--- config.mk ---
export PLATFORM = sky130hd
export DESIGN_NAME = cu_fsm
export DESIGN_NICKNAME = d
export VERILOG_FILES = /design/src/rtl/cu_fsm.sv
export SDC_FILE = /design/constraint.sdc
export NUM_CORES = 1
export LEC_CHECK = 0
export BUFFER_PORTS_ARGS = -buffer_cell sky130_fd_sc_hd__clkbuf_2
export CORE_AREA = 2 2 39 41
export DETAILED_ROUTE_END_ITERATION = 7
export DIE_AREA = 0 0 41 43
export GPL_ROUTABILITY_DRIVEN = 1
export PLACE_DENSITY = 0.64
export RECOVER_POWER = 100
export SYNTH_ARGS = -nofsm -noshare
export SYNTH_HDL_FRONTEND = slang
export SYNTH_SLANG_ARGS = --single-unit
--- constraint.sdc ---
create_clock -name clk -period 1.73 [get_ports clk]
set_input_delay 0.0865 -clock clk [delete_from_list [all_inputs] [get_ports clk]]
set_output_delay 0.0865 -clock clk [all_outputs]
set_load 0.005 [all_outputs]
--- src/rtl/cu_fsm.sv ---
// cu_fsm: multi-cycle control unit for the single-issue RV32I core.
// Steps each instruction through FETCH -> EXEC (-> WRITEBACK for loads),
// inserts an INTRPT entry cycle at instruction boundaries, and drives the
// PC, register-file, data-memory and CSR strobes for the current step.
module cu_fsm (
    input  logic       clk,
    input  logic       RST_N,
    input  logic [6:0] OPCODE,
    input  logic [2:0] FUNC3,
    input  logic       INTR,
    input  logic       MIE,
    output logic       PC_WRITE,
    output logic       RST,
    output logic       REG_WRITE,
    output logic       MEM_RDEN1,
    output logic       MEM_RDEN2,
    output logic       MEM_WE2,
    output logic       CSR_WE,
    output logic       INT_TAKEN,
    output logic       MRET_EXEC
);

    localparam logic [6:0] OP_LOAD   = 7'b0000011;
    localparam logic [6:0] OP_STORE  = 7'b0100011;
    localparam logic [6:0] OP_BRANCH = 7'b1100011;
    localparam logic [6:0] OP_LUI    = 7'b0110111;
    localparam logic [6:0] OP_AUIPC  = 7'b0010111;
    localparam logic [6:0] OP_JAL    = 7'b1101111;
    localparam logic [6:0] OP_JALR   = 7'b1100111;
    localparam logic [6:0] OP_IMM    = 7'b0010011;
    localparam logic [6:0] OP_REG    = 7'b0110011;
    localparam logic [6:0] OP_SYSTEM = 7'b1110011;

    localparam logic [2:0] F3_MRET   = 3'b000;
    localparam logic [2:0] F3_CSRRW  = 3'b001;

    typedef enum logic [2:0] {
        ST_INIT,
        ST_FETCH,
        ST_EXEC,
        ST_WRITEBACK,
        ST_INTRPT
    } state_t;

    state_t state_q, state_d;
    logic   intr_meta_q, intr_meta_d;
    logic   intr_sync_q, intr_sync_d;
    logic   int_pend;

    // Two-flop synchronizer for the asynchronous interrupt request.
    always_comb begin
        intr_meta_d = INTR;
        intr_sync_d = intr_meta_q;
    end

    // MIE comes from the CSR block in this clock domain, so it gates the
    // synchronized request directly.
    assign int_pend = intr_sync_q & MIE;

    // State and synchronizer registers; reset forces INIT without a clock.
    always_ff @(posedge clk or negedge RST_N) begin
        if (!RST_N) begin
            state_q     <= ST_INIT;
            intr_meta_q <= 1'b0;
            intr_sync_q <= 1'b0;
        end else begin
            state_q     <= state_d;
            intr_meta_q <= intr_meta_d;
            intr_sync_q <= intr_sync_d;
        end
    end

    // Next-state and output decode; EXEC outputs depend on the opcode.
    always_comb begin
        state_d   = state_q;
        PC_WRITE  = 1'b0;
        RST       = 1'b0;
        REG_WRITE = 1'b0;
        MEM_RDEN1 = 1'b0;
        MEM_RDEN2 = 1'b0;
        MEM_WE2   = 1'b0;
        CSR_WE    = 1'b0;
        INT_TAKEN = 1'b0;
        MRET_EXEC = 1'b0;

        case (state_q)
            ST_INIT: begin
                RST     = 1'b1;
                state_d = ST_FETCH;
            end

            ST_FETCH: begin
                MEM_RDEN1 = 1'b1;
                state_d   = ST_EXEC;
            end

            ST_EXEC: begin
                // Loads hold the PC until writeback so the instruction is
                // never split by an interrupt; everything else retires here.
                if (OPCODE == OP_LOAD) begin
                    MEM_RDEN2 = 1'b1;
                    state_d   = ST_WRITEBACK;
                end else begin
                    PC_WRITE = 1'b1;
                    state_d  = int_pend ? ST_INTRPT : ST_FETCH;
                    case (OPCODE)
                        OP_STORE:  MEM_WE2 = 1'b1;
                        OP_BRANCH: ;
                        OP_LUI, OP_AUIPC, OP_JAL, OP_JALR, OP_IMM, OP_REG:
                            REG_WRITE = 1'b1;
                        OP_SYSTEM: begin
                            if (FUNC3 == F3_CSRRW) begin
                                REG_WRITE = 1'b1;
                                CSR_WE    = 1'b1;
                            end else if (FUNC3 == F3_MRET) begin
                                MRET_EXEC = 1'b1;
                            end
                        end
                        default: ;
                    endcase
                end
            end

            ST_WRITEBACK: begin
                PC_WRITE  = 1'b1;
                REG_WRITE = 1'b1;
                state_d   = int_pend ? ST_INTRPT : ST_FETCH;
            end

            ST_INTRPT: begin
                // No re-check of int_pend: the CSR block clears MIE on entry.
                PC_WRITE  = 1'b1;
                INT_TAKEN = 1'b1;
                state_d   = ST_FETCH;
            end

            default: begin
                state_d = ST_INIT;
            end
        endcase
    end

endmodule

==> results of run 1 <==
cell families (layout without fill, tap and decap cells):
family          Yosys count  after routing  share of synthesized area [%]
simple gates             29             29                           53.2
buf+inv                   0             28                              0
flops                     5              5                           35.7
compound gates            5              5                           11.1
where the power goes:
group          switching (W)  internal (W)
registers          0.0000354      0.000146
clock network      0.0000431     0.0000869
logic               0.000109      0.000106
total               0.000188      0.000338
through the flow:
stage                     setup slack (ns)  hold WS (ns)  utilization (%)
after floorplan                      0.527        -0.209                -
after global placement               0.385       -0.0954             34.7
after detailed placement             0.351       -0.0936             34.7
after CTS                           0.0891        0.0667             38.1
after global routing                0.0694        0.0734             37.8
final                                0.151        0.0728             37.8
sequential cells by signal, indices dropped and copies added (netlist names):
signal / flops
state_q: 3
intr_meta_q: 1
intr_sync_q: 1
layout by cell type, fill, tap and decap left out, drive strengths merged, types with 2 or more instances in the layout:
cell / n
and2: 2
clkbuf: 25
dfrtp: 5
dlygate4sd3: 2
nand2: 5
nand4: 2
nor2: 5
nor3: 2
nor3b: 2
nor4b: 3
or3: 2
synthesized netlist by cell type (all sizes together):
library cell	count
a21oi	1
and2	2
and2b	1
and3b	1
and4b	1
dfrtp	5
nand2	5
nand2b	1
nand3	1
nand4	2
nor2	5
nor3	2
nor3b	2
nor4b	3
nor4bb	1
o2111ai	1
o21ai	1
o21bai	1
o31ai	1
or3	2
what timing repair did:
action	4_1_cts	5_1_grt
endpoints found under the hold margin	6	0
resized for setup	0	1
setup endpoints to repair	0	1
hold buffers	2	0
worst register-to-register path, delay by kind of cell (launching register included):
kind / cells / cell delay (ns)
flops: 1 / 0.43
simple gates: 2 / 0.41
compound gates: 1 / 0.30
worst min-delay path by stage:
stage / start / slack (ns) / cells past startpoint / end
after detailed placement: RST_N / -0.09 / 1 / intr_sync_q
after global placement: RST_N / -0.1 / 1 / intr_sync_q
after CTS: MIE / 0.07 / 3 / state_q[2]
after floorplan: RST_N / -0.21 / 0 / intr_meta_q
after global routing: MIE / 0.07 / 3 / state_q[2]
final: MIE / 0.07 / 3 / state_q[2]
layer usage:
metal  up-vias  GRT usage, %
met3         0          4.71
met5         -             0
met4         0          4.00
met1       181          14.8
met2        12          15.3
li1        205             -
layout make-up:
class	count	area, sq um
Timing Repair Buffer	24	125
Multi-Input combinational cell	34	226
Tap cell	16	20.0
Fill cell	141	861
Sequential cell	5	125
Clock buffer	4	26.3
==> results.toml, run 1 <==
[synth]
yosysUniqueCellTypes = 22
netlist_area_sq_um = 350
syn_inst = 39
yosys-top-cells-area = "dfrtp_1 (36%), nor4b_1 (7.5%), nand2_1 (5.4%), nor2_1 (5.4%), nor3b_1 (4.3%)"
yosys_register_bits = 5
syn_nets = 53
yosys_warnings = 0
synth_top_cell_area_share_pct = 35.7
synth_top_cell_by_area = "dfrtp_1"
synth_area_per_cell_sq_um = 8.98
yosysSeqAreaShare_pct = 35.7

[worst_setup_path]
cp_cell_sequence = "or3_1 -> o31ai_1 -> nand2b_1 -> clkbuf_1"
cp-endpoint = "PC_WRITE"
crit_family = "flip-flops"
critical_path.max_fanout = 7
startpoint_type = "register"
end_kind = "output port"
path_depth = 4
cp_data_arrival_time_ns = 1.49
rrSetupSlack_ns = 0.46
critPathRequiredTime_ns = 1.64
r2r-start = "state_q[0]"
critPathSlowestCell = "dfrtp_1"
max_stage_delay_ns = 0.43
critPathBufInv = 1
reg2reg_to = "state_q[2]"
reg2reg_depth = 3
startpoint = "state_q[0]"
path_class = "reg2out"

[power]
irDropWorstVdd_mv = 0.376
leakagePower_nw = 0.243
fin_total_pwr_w = 0.000526
p_per_area_nw_per_um2 = 1010

[cells_and_area]
nets = 82
diodes = 0
synthToLayoutAreaGrowth_pct = 49.3
final_cells = 83
finish.instance_area_sq_um = 523
drive_above_1_share_pct = 37.3

[placement]
hpwl_um = 727
gp_congestion = 0.655
io_buffers = 22
dp.cells = 77
dpl-instance-area_sq_um = 480

[clocking]
post_cts_buffers = 0
clock-root-buffer = "clkbuf_4"
ctsLongestPathBuffers = 2
cts_tree = "done"
cts_buffers = 3
cts.clk_slew.worst_paths_ns = 0.04
insertion_delay_ns = 0.24
h-tree-depth = 1
clock-sinks = 5

[sta]
setup_viol = 0
slew_viol_final = 0
clock_skew_ns = 0.00321
relSlewSlack_pct = 75.9
fmax_ghz = 0.634
setup_tns_ns = 0
final_hold_viol_count = 0
finalCriticalPeriod_ns = 1.58
worst_pin_slew_ns = 0.357
rsz0062_at_grt = "false"
period_share_pct = 91.2

[global_route]
grt_pass1_wl_um = 1350
overflow = 0
grt_pass1_vias = 333
grt.total_usage_pct = 11.0
grt_max_degree = 8
antenna_found_initial = 0

[detailed_routing]
dr_wl_met2_um = 397
wire_per_inst_um = 10.5
drtIter0Drc = 8
via_per_inst = 4.80
drc = 0
wl_met1_um = 397
wl_met3_um = 76
vias = 398
routed_wl_um = 871
drtAntennaViolNets = 0
first_pass_iters = 4
top_layer = "met3"

[floorplanning]
die_h_um = 43
rows = 14
die-area_sq_um = 1760
io_pins = 23
die_x_um = 41
coreArea_sq_um = 1380
initial_core_util_pct = 25.3

[hold_path]
hold_class = "in2reg"

[run]
cap_violations = 0

[run_status]
outcome = "completed"
Note: power is estimated with default switching activity, not from simulation.
==> run 2, diff against run 1 <==
--- a/config.mk
+++ b/config.mk
@@ -12,6 +12,7 @@
 export GPL_ROUTABILITY_DRIVEN = 1
 export PLACE_DENSITY = 0.64
 export RECOVER_POWER = 100
+export SETUP_SLACK_MARGIN = 0.15
 export SYNTH_ARGS = -nofsm -noshare
 export SYNTH_HDL_FRONTEND = slang
 export SYNTH_SLANG_ARGS = --single-unit
==> constraint.sdc (replaced) <==
create_clock -name clk -period 1.7 [get_ports clk]
set_input_delay 0.34 -clock clk [delete_from_list [all_inputs] [get_ports clk]]
set_output_delay 0.34 -clock clk [all_outputs]
set_load 0.005 [all_outputs]
==> run 2 against run 1 <==
  * The run now ends with setup timing left
  * Cell count increased by 13%
  * Final area increased by 30%
  * Routed wire length increased by 32%
  * Via count increased by 21%
  * Power increased by 43%
  * Critical path type unchanged
  * Largest power group unchanged
  * Highest routed layer unchanged
==> results.toml, run 2 (synthesis gave the netlist of run 1 again) <==
[detailed_routing]
routed_wl_um = 1150
first_pass_iters = 4
drtIter0Drc = 6
via_per_inst = 5.13
wire_per_inst_um = 12.2
vias = 482
drtAntennaViolNets = 0
drc = 0

[sta]
rsz0062_at_grt = "true"
slew_viol_final = 0
setup_tns_ns = -0.0461
period_share_pct = 103
relSlewSlack_pct = 77.6
final_hold_viol_count = 0
fin_ws_ns = -0.0461
fmax_ghz = 0.573
worst_pin_slew_ns = 0.332
finalCriticalPeriod_ns = 1.75
clock_skew_ns = 0.00123
setup_viol = 1

[clocking]
clock-sinks = 5
cts_buffers = 3
cts.clk_slew.worst_paths_ns = 0.04
cts_tree = "done"
h-tree-depth = 1
insertion_delay_ns = 0.23
ctsLongestPathBuffers = 2
clock-root-buffer = "clkbuf_4"

[power]
p_per_area_nw_per_um2 = 1110
leakagePower_nw = 0.321
irDropWorstVdd_mv = 0.339

[run]
cap_violations = 0

[floorplanning]
die_h_um = 43
initial_core_util_pct = 25.3
coreArea_sq_um = 1380
die-area_sq_um = 1760
rows = 14
io_pins = 23
die_x_um = 41

[placement]
hpwl_um = 717
dpl-instance-area_sq_um = 503
gp_congestion = 0.629
io_buffers = 22

[worst_setup_path]
max_stage_delay_ns = 0.42
critPathRequiredTime_ns = 1.36
critPathBufInv = 1
critical_path.max_fanout = 4
rrSetupSlack_ns = 0.41
critPathSlowestCell = "dfrtp_1"
cp_data_arrival_time_ns = 1.41
end_kind = "output port"
startpoint_type = "register"
path_class = "reg2out"
r2r-start = "state_q[0]"
crit_family = "simple AND/OR/NAND/NOR gates"
cp_cell_sequence = "or3_1 -> o31ai_2 -> nand2b_1 -> clkbuf_2"
startpoint = "state_q[0]"

[global_route]
grt_pass1_wl_um = 1510
grt_max_degree = 6
grt.total_usage_pct = 12.8
overflow = 0
antenna_found_initial = 0
grt_pass1_vias = 391

[hold_path]
min_from = "INTR"
hold_class = "in2reg"

[cells_and_area]
diodes = 0
synthToLayoutAreaGrowth_pct = 93.6
final_common_cell = "clkbuf_2"
largestRegisters = "state_q (3), intr_meta_q (1), intr_sync_q (1)"
largest_register_ffs = 3
nets = 93
drive_above_1_share_pct = 62.8
regMostFlops = "state_q"
finish.instance_area_sq_um = 678
fin_util_pct = 49.0
layout_common_cells = "clkbuf_2 (16), buf_4 (9), nand2_1 (5), dfrtp_1 (5), buf_2 (5)"

[run_status]
outcome = "finished with violations"
violations = "setup timing"
[run 2: changes by cell type in the layout (fill, tap and decap cells not counted), moves of 2 or more]
| cell | change |
|---|---|
| nor3_2 | +2 |
| clkbuf_1 | -2 |
| nor2_1 | -3 |
| nor2_2 | +3 |
| buf_2 | +5 |
| buf_6 | +3 |
| nor3_1 | -2 |
| clkbuf_2 | -2 |
| buf_4 | +9 |
[run 2: through the flow]
stage | power, W | hold slack (ns) | cells | worst slack, ns
2_1_floorplan | 0.000307 | 0.0444 | 39 | 0.243
5_1_grt | 0.000796 | 0.211 | 94 | -0.117
3_3_place_gp | 0.000424 | 0.156 | 80 | 0.0694
4_1_cts | 0.000651 | 0.204 | 91 | -0.0249
3_5_place_dp | 0.000425 | 0.157 | 80 | 0.0500
6_report | 0.000750 | 0.211 | 94 | -0.0461
[run 2: worst reg2reg max path, delay by kind of cell (launching register included)]
family,cells,cell delay [ns]
flip-flops,1,0.42
AND/OR/NAND/NOR,2,0.38
AO/OA/AOI/OAI,1,0.22
buffers and inverters,1,0.15
[run 2: worst paths after layout]
kind | endpoint | cells past startpoint
hold reg to reg | intr_sync_q | 0
hold / removal | intr_meta_q | 1
setup reg to reg | state_q[2] | 4
min in group asynchronous | state_q[0] | 2
max in group asynchronous | state_q[2] | 2
setup / recovery | PC_WRITE | 4
[run 2: cell type report]
class / instances / area, sq um
clock buffer: 4 / 26.3
multi-input combinational: 34 / 287
fill: 130 / 706
sequential: 5 / 125
timing repair buffer: 35 / 220
tap: 16 / 20.0
[run 2: report_power, final]
group	total [W]	internal, W	switching, W	leakage (nW)
sequential	0.000174	0.000148	0.0000257	0.0613
clock	0.000132	0.0000884	0.0000436	0.0150
combinational	0.000444	0.000253	0.000191	0.244
total	0.000750	0.000490	0.000260	0.321
[run 2: routing by layer]
| metal | global-route usage [%] | wire length (um) | up-vias |
|---|---|---|---|
| met5 | 0 | 0 | - |
| met4 | 8.00 | 0 | 0 |
| met3 | 3.14 | 80 | 0 |
| met2 | 19.4 | 636 | 16 |
| met1 | 15.2 | 430 | 236 |
| li1 | - | - | 230 |
[run 2: timing repair]
action / in CTS / in global routing
pin swaps: 3 / 4
resized for setup: 4 / 16
buffers inserted: 6 / 3
hold buffers: 1 / 0
hold endpoints to repair: 5 / 0
endpoints found under the setup margin: 6 / 8
